$ cat config.mk
export PLATFORM = sky130hd
export DESIGN_NAME = conv_window_gen_flat
export DESIGN_NICKNAME = d
export VERILOG_FILES = /design/src/rtl/conv_window_gen_pkg.sv /design/src/rtl/conv_window_gen_if.sv /design/src/rtl/conv_window_gen_line_buffer.sv /design/src/rtl/conv_window_gen.sv /design/src/flat_wrapper.sv
export SDC_FILE = /design/constraint.sdc
export NUM_CORES = 1
export LEC_CHECK = 0
export BUFFER_PORTS_ARGS = -buffer_cell sky130_fd_sc_hd__buf_2
export CORE_AREA = 10 10 128 130
export CTS_BUF_LIST = sky130_fd_sc_hd__clkbuf_8
export DETAILED_ROUTE_END_ITERATION = 7
export DIE_AREA = 0 0 138 140
export PLACE_DENSITY = 0.86
export SYNTH_ARGS = -nofsm -noshare
export SYNTH_HDL_FRONTEND = slang
export SYNTH_SLANG_ARGS = --single-unit
$ cat constraint.sdc
create_clock -name clk -period 3.6 [get_ports clk]
set_input_delay 0.36 -clock clk [delete_from_list [all_inputs] [get_ports clk]]
set_output_delay 0.36 -clock clk [all_outputs]
set_load 0.02 [all_outputs]
$ cat src/rtl/conv_window_gen_pkg.sv
// rtl/conv_window_gen_pkg.sv - shared defaults, state encoding and helpers for conv_window_gen
package conv_window_gen_pkg;

  localparam int DEF_DATA_W = 8;
  localparam int DEF_IMG_W  = 8;
  localparam int DEF_IMG_H  = 8;

  // Counter widths never drop below 1 bit, even for degenerate sizes.
  function automatic int clog2_min1(input int n);
    return (n <= 2) ? 1 : $clog2(n);
  endfunction

  localparam int COL_W = clog2_min1(DEF_IMG_W);
  localparam int ROW_W = clog2_min1(DEF_IMG_H);

  typedef enum logic [1:0] {
    FILL  = 2'd0,
    ISSUE = 2'd1,
    WAIT  = 2'd2
  } state_t;

endpackage

$ cat src/rtl/conv_window_gen_if.sv
// rtl/conv_window_gen_if.sv - pixel stream in, window/handshake out to the conv engine
interface conv_window_gen_if #(
  parameter int DATA_W = conv_window_gen_pkg::DEF_DATA_W,
  parameter int ROW_W  = conv_window_gen_pkg::ROW_W,
  parameter int COL_W  = conv_window_gen_pkg::COL_W
);
  logic              pix_valid;
  logic [DATA_W-1:0] pix_data;
  logic              pix_ready;
  logic [DATA_W-1:0] win0, win1, win2, win3, win4, win5, win6, win7, win8;
  logic              conv_start;
  logic              conv_done;
  logic [ROW_W-1:0]  out_row;
  logic [COL_W-1:0]  out_col;
  logic              frame_done;

  modport master (
    input  pix_valid, pix_data, conv_done,
    output pix_ready, win0, win1, win2, win3, win4, win5, win6, win7, win8,
    output conv_start, out_row, out_col, frame_done
  );

  modport slave (
    output pix_valid, pix_data, conv_done,
    input  pix_ready, win0, win1, win2, win3, win4, win5, win6, win7, win8,
    input  conv_start, out_row, out_col, frame_done
  );
endinterface

$ cat src/rtl/conv_window_gen_line_buffer.sv
// rtl/conv_window_gen_line_buffer.sv - one image row of storage, read-before-write at one address
module conv_window_gen_line_buffer #(
  parameter int DEPTH = 8,
  parameter int WIDTH = 8,
  parameter int AW    = 3
) (
  input  logic             clk,
  input  logic             wr_en,
  input  logic [AW-1:0]    addr,
  input  logic [WIDTH-1:0] wr_data,
  output logic [WIDTH-1:0] rd_data
);

  // Contents are deliberately unreset; rows 0-1 of a frame never issue a window.
  logic [WIDTH-1:0] mem_q [DEPTH];

  assign rd_data = mem_q[addr];

  always_ff @(posedge clk) begin
    if (wr_en) begin
      mem_q[addr] <= wr_data;
    end
  end

endmodule

$ cat src/rtl/conv_window_gen.sv
// rtl/conv_window_gen.sv - builds 3x3 windows from a raster stream and hands them to the conv engine
module conv_window_gen
  import conv_window_gen_pkg::*;
#(
  parameter int IMG_W  = DEF_IMG_W,
  parameter int IMG_H  = DEF_IMG_H,
  parameter int DATA_W = DEF_DATA_W
) (
  input  logic          clk,
  input  logic          rst_n,
  conv_window_gen_if.master bus
);

  localparam int CW = clog2_min1(IMG_W);
  localparam int RW = clog2_min1(IMG_H);

  localparam logic [CW-1:0] COL_LAST     = CW'(IMG_W - 1);
  localparam logic [RW-1:0] ROW_LAST     = RW'(IMG_H - 1);
  localparam logic [CW-1:0] OUT_COL_LAST = CW'(IMG_W - 3);
  localparam logic [RW-1:0] OUT_ROW_LAST = RW'(IMG_H - 3);

  state_t                  state_q, state_d;
  logic [CW-1:0]           col_q, col_d;
  logic [RW-1:0]           row_q, row_d;
  logic [8:0][DATA_W-1:0]  win_q, win_d;
  logic [RW-1:0]           out_row_q, out_row_d;
  logic [CW-1:0]           out_col_q, out_col_d;
  logic                    pix_ready_q, pix_ready_d;
  logic                    conv_start_q, conv_start_d;
  logic                    frame_done_q, frame_done_d;

  logic                    xfer;
  logic [DATA_W-1:0]       lb0_rd;
  logic [DATA_W-1:0]       lb1_rd;

  assign xfer = bus.pix_valid && pix_ready_q && (state_q == FILL);

  // lb0 holds row r-1, lb1 holds row r-2; each accepted pixel pushes a column up.
  conv_window_gen_line_buffer #(.DEPTH(IMG_W), .WIDTH(DATA_W), .AW(CW)) u_lb0 (
    .clk     (clk),
    .wr_en   (xfer),
    .addr    (col_q),
    .wr_data (bus.pix_data),
    .rd_data (lb0_rd)
  );

  conv_window_gen_line_buffer #(.DEPTH(IMG_W), .WIDTH(DATA_W), .AW(CW)) u_lb1 (
    .clk     (clk),
    .wr_en   (xfer),
    .addr    (col_q),
    .wr_data (lb0_rd),
    .rd_data (lb1_rd)
  );

  always_comb begin
    state_d      = state_q;
    col_d        = col_q;
    row_d        = row_q;
    win_d        = win_q;
    out_row_d    = out_row_q;
    out_col_d    = out_col_q;
    frame_done_d = 1'b0;

    unique case (state_q)
      FILL: begin
        if (xfer) begin
          for (int k = 0; k < 3; k++) begin
            win_d[3*k]   = win_q[3*k+1];
            win_d[3*k+1] = win_q[3*k+2];
          end
          win_d[2] = lb1_rd;
          win_d[5] = lb0_rd;
          win_d[8] = bus.pix_data;

          if (col_q == COL_LAST) begin
            col_d = '0;
            row_d = (row_q == ROW_LAST) ? '0 : row_q + RW'(1);
          end else begin
            col_d = col_q + CW'(1);
          end

          // Only windows fully inside the current frame rows/cols are issued.
          if (row_q >= RW'(2) && col_q >= CW'(2)) begin
            state_d   = ISSUE;
            out_row_d = row_q - RW'(2);
            out_col_d = col_q - CW'(2);
          end
        end
      end
      ISSUE: begin
        state_d = WAIT;
      end
      WAIT: begin
        if (bus.conv_done) begin
          state_d      = FILL;
          frame_done_d = (out_row_q == OUT_ROW_LAST) && (out_col_q == OUT_COL_LAST);
        end
      end
      default: begin
        state_d = FILL;
      end
    endcase

    // Registered so both strobes are clean and reset to 0 while state is FILL.
    pix_ready_d  = (state_d == FILL);
    conv_start_d = (state_d == ISSUE);
  end

  always_ff @(posedge clk or negedge rst_n) begin
    if (!rst_n) begin
      state_q      <= FILL;
      col_q        <= '0;
      row_q        <= '0;
      win_q        <= '0;
      out_row_q    <= '0;
      out_col_q    <= '0;
      pix_ready_q  <= 1'b0;
      conv_start_q <= 1'b0;
      frame_done_q <= 1'b0;
    end else begin
      state_q      <= state_d;
      col_q        <= col_d;
      row_q        <= row_d;
      win_q        <= win_d;
      out_row_q    <= out_row_d;
      out_col_q    <= out_col_d;
      pix_ready_q  <= pix_ready_d;
      conv_start_q <= conv_start_d;
      frame_done_q <= frame_done_d;
    end
  end

  assign bus.pix_ready  = pix_ready_q;
  assign bus.conv_start = conv_start_q;
  assign bus.frame_done = frame_done_q;
  assign bus.out_row    = out_row_q;
  assign bus.out_col    = out_col_q;
  assign bus.win0       = win_q[0];
  assign bus.win1       = win_q[1];
  assign bus.win2       = win_q[2];
  assign bus.win3       = win_q[3];
  assign bus.win4       = win_q[4];
  assign bus.win5       = win_q[5];
  assign bus.win6       = win_q[6];
  assign bus.win7       = win_q[7];
  assign bus.win8       = win_q[8];

endmodule

$ cat src/flat_wrapper.sv
// flat-port wrapper written by rule: the top's interface ports become plain ports
module conv_window_gen_flat import conv_window_gen_pkg::*;
#(
  parameter int IMG_W  = DEF_IMG_W,
  parameter int IMG_H  = DEF_IMG_H,
  parameter int DATA_W = DEF_DATA_W
)
  (clk, rst_n, bus_pix_valid, bus_pix_data, bus_conv_done, bus_pix_ready, bus_win0, bus_win1, bus_win2, bus_win3, bus_win4, bus_win5, bus_win6, bus_win7, bus_win8, bus_conv_start, bus_out_row, bus_out_col, bus_frame_done);
  conv_window_gen_if #(.DATA_W(DATA_W), .ROW_W(ROW_W), .COL_W(COL_W)) bus_i ();
  input  logic clk;
  input  logic rst_n;
  input wire logic [$bits(bus_i.pix_valid)-1:0] bus_pix_valid;
  input wire logic [$bits(bus_i.pix_data)-1:0] bus_pix_data;
  input wire logic [$bits(bus_i.conv_done)-1:0] bus_conv_done;
  output wire logic [$bits(bus_i.pix_ready)-1:0] bus_pix_ready;
  output wire logic [$bits(bus_i.win0)-1:0] bus_win0;
  output wire logic [$bits(bus_i.win1)-1:0] bus_win1;
  output wire logic [$bits(bus_i.win2)-1:0] bus_win2;
  output wire logic [$bits(bus_i.win3)-1:0] bus_win3;
  output wire logic [$bits(bus_i.win4)-1:0] bus_win4;
  output wire logic [$bits(bus_i.win5)-1:0] bus_win5;
  output wire logic [$bits(bus_i.win6)-1:0] bus_win6;
  output wire logic [$bits(bus_i.win7)-1:0] bus_win7;
  output wire logic [$bits(bus_i.win8)-1:0] bus_win8;
  output wire logic [$bits(bus_i.conv_start)-1:0] bus_conv_start;
  output wire logic [$bits(bus_i.out_row)-1:0] bus_out_row;
  output wire logic [$bits(bus_i.out_col)-1:0] bus_out_col;
  output wire logic [$bits(bus_i.frame_done)-1:0] bus_frame_done;
  assign bus_i.pix_valid = bus_pix_valid;
  assign bus_i.pix_data = bus_pix_data;
  assign bus_i.conv_done = bus_conv_done;
  assign bus_pix_ready = bus_i.pix_ready;
  assign bus_win0 = bus_i.win0;
  assign bus_win1 = bus_i.win1;
  assign bus_win2 = bus_i.win2;
  assign bus_win3 = bus_i.win3;
  assign bus_win4 = bus_i.win4;
  assign bus_win5 = bus_i.win5;
  assign bus_win6 = bus_i.win6;
  assign bus_win7 = bus_i.win7;
  assign bus_win8 = bus_i.win8;
  assign bus_conv_start = bus_i.conv_start;
  assign bus_out_row = bus_i.out_row;
  assign bus_out_col = bus_i.out_col;
  assign bus_frame_done = bus_i.frame_done;
  conv_window_gen #(.IMG_W(IMG_W), .IMG_H(IMG_H), .DATA_W(DATA_W)) u_core (.clk(clk), .rst_n(rst_n), .bus(bus_i));
endmodule
==> flow_summary.toml <==
[synth]
synth.largest_area_cell = "edfxtp_1"
synth.most_common_cell = "nand2_1"
synthCells = 611
synth-async-reset-ratio = 0.410
synth_area_leaders = "edfxtp_1 (45%), dfrtp_1 (26%), nand2_1 (8.3%)"
ys_seq_area_frac = 0.717
yosysWarnings = 0
synthDistinctLibCells = 29
synth_area_per_cell_sq_um = 13.9
synth_edf_count = 128
synth_nets = 634
synthTopCellsByCount = "nand2_1 (187), edfxtp_1 (128), dfrtp_1 (89)"
ys.flop_type = "edfxtp_1"
syn_area_sq_um = 8460
ys_ff_latch = 217
synth_top_area_frac = 0.454

[timing]
setup-violations-final = 0
setup_ws_ps = 998
rsz0062_at_grt = "false"
period_share = 0.723
min_period_ps = 2600
finClkSkew_ps = 10.1
worstMarginPinSlew_ps = 1290
slew_violations = 0
relSlewSlack = 0.140
fmax_mhz = 384
setup_tns_ps = 0
hold_violations = 0

[global_routing]
grt_overflow_total = 0
antenna_found_initial = 0
grt_pass1_wl_mm = 29.8
grt_pass1_vias = 5403
grt_max_degree = 92
grtUsageTotal = 0.190

[critical_path]
cp_top_family = "flip-flops"
end_kind = "flip-flop"
cp_max_fo = 54
cp.arrival_ps = 2860
path_class = "reg -> reg"
cp_slowest_cell = "dfrtp_2"
critical_path_buf_inv_count = 0
required_ps = 3860
r2r_slack_ps = 1000
start_kind = "flip-flop"
critPathMaxStageDelay_ps = 1220
path_cells = "mux2i_1, a22o_1, nor2_1"

[power]
pwr-share-seq = 0.447
p_int_w = 0.00550
p_sw_w = 0.00340
p_comb_frac = 0.344
leakage_nw = 4.26
clock_power_share = 0.209
swShare = 0.382
power_density_nw_per_um2 = 919
peakVddDrop_uv = 451

[die]
dieWidth_microns = 138
io-pin-count = 93
initial_core_util = 0.615
fp.dieArea_sq_um = 19300
die_height_microns = 140
num_rows = 43
core_area_sq_um = 13800

[place]
place_ws_ps = 1060
dp_cells = 858
io_buffers = 92
gp_congestion = 0.758
place_hpwl_mm = 12.1

[clocking]
cts_buffers = 31
clkSinkCount = 217
htree_num_levels = 1
root_buffer = "clkbuf_8"
cts_tree = "built"
cts_max_path_buffers = 3
clk_transition_reported_paths_ps = 60
clk_latency_ps = 560
post_cts_buffers = 0

[layout]
multiInputGateArea_sq_um = 2230
area_growth_pct = 14.4
fillCellCount = 831
fin_cells = 916
diodes = 0
seq_area_sq_um = 6070
drive_above_1_share = 0.247
final_nets = 735

[job]
drv_cap = 0

[run_status]
run_status = "complete, no violations"

[route]
via_per_inst = 5.84
firstDrtPassIters = 5
drt_iter0_drc = 490
wire_per_inst_microns = 20.7
vias = 5346
drc = 0
wirelength_mm = 19.0
postRouteAntennaNets = 0

[min_path]
hp-class = "in -> reg"
-- cell usage in the layout, fill, tap and decap left out, drive strengths merged --
master	n
o22ai	16
inv	19
nand4bb	1
buf	98
a211oi	2
and4bb	1
nand4b	1
dfrtp	89
clkinv	4
nor2	13
nand2b	2
clkinvlp	1
clkbuf	40
mux2i	35
nand3b	2
mux2	39
dlygate4sd3	1
and2	4
nor3	1
a21o	1
nor4	1
and3	4
nor2b	1
ha	11
o21ai	2
edfxtp	128
a22o	16
nand2	187
o31ai	16
-- sequential cells by signal, summed over array words and instances (netlist names) --
register	flops
u_core.col_q	3
u_core.bus.frame_done	1
u_core.bus.win6	8
u_core.bus.win7	8
u_core.state_q	2
u_core.bus.win8	8
u_core.bus.conv_start	1
u_core.bus.win0	8
u_core.bus.pix_ready	1
u_core.bus.win2	8
u_core.row_q	3
u_core.u_lb0.mem_q	64
u_core.bus.win5	8
u_core.bus.out_row	3
u_core.bus.win4	8
u_core.bus.win3	8
u_core.bus.out_col	3
u_core.u_lb1.mem_q	64
u_core.bus.win1	8
-- logic make-up (layout without fill, tap and decap cells) --
logic type,after synthesis,after routing,share of synthesized area
DFF,217,217,0.717
and+or+nand+nor,218,218,0.106
buffers and inverters,38,163,0.0197
adders and majority gates,11,11,0.0163
AOI/OAI and AO/OA,53,53,0.0479
muxes,74,74,0.0933
-- final cells by class --
type                       count  area share
clock inverter                17     0.00697
clock buffer                  40      0.0568
multi-input combinational    356       0.230
timing repair buffer          99      0.0535
tap                          180      0.0232
inverter                       7     0.00271
sequential                   217       0.627
-- timing repair --
item / CTS / global route
hold buffers: 1 / 0
hold endpoints to repair: 64 / 0
gates resized for setup: 0 / 0
endpoints found under the setup margin: 0 / 0
-- metal layers --
| layer | GRT usage | up-vias | share of wire |
|---|---|---|---|
| met2 | 0.299 | 267 | 0.48 |
| met5 | 0 | - | 0 |
| met3 | 0.0446 | 48 | 0.082 |
| met4 | 0.0866 | 0 | 0.031 |
| li1 | - | 2374 | - |
| met1 | 0.246 | 2657 | 0.41 |
-- metrics by stage --
step / utilization / power (W) / hold WS, ps / area [sq um]
final: 0.703 / 0.00890 / 114 / 9690
after CTS: 0.703 / 0.00892 / 77.5 / 9690
after global placement: 0.658 / 0.00686 / 447 / 9060
after global routing: 0.703 / 0.00934 / 92.5 / 9690
after floorplan: - / 0.00594 / 64.4 / 8460
after detailed placement: 0.658 / 0.00705 / 454 / 9060
-- tightest hold or removal path, cell delays in order --
cell,delay (ps)
buf_2,100
nand3b_1,100
nor4_1,60
-- power by group through the flow --
| stage | combinational, W | clock (W) | sequential (W) |
|---|---|---|---|
| 2_1_floorplan | 0.00165 | 0 | 0.00428 |
| 3_3_place_gp | 0.00290 | 0 | 0.00396 |
| 3_5_place_dp | 0.00304 | 0 | 0.00401 |
| 4_1_cts | 0.00308 | 0.00188 | 0.00396 |
| 5_1_grt | 0.00331 | 0.00199 | 0.00404 |
| 6_report | 0.00306 | 0.00186 | 0.00398 |
-- final timing paths --
check                                    from                        to  cells after the start
min reg2reg                u_core.bus.win6[4]        u_core.bus.win6[4]                      2
max reg2reg                   u_core.col_q[0]  u_core.u_lb1.mem_q[1][5]                      3
min in group asynchronous               rst_n     u_core.bus.out_row[0]                      2
max                           u_core.col_q[0]  u_core.u_lb1.mem_q[1][5]                      3
min                             bus_conv_done     u_core.bus.frame_done                      3
max in group asynchronous               rst_n        u_core.bus.win3[5]                      3
Power figures use the tool's default switching activity.
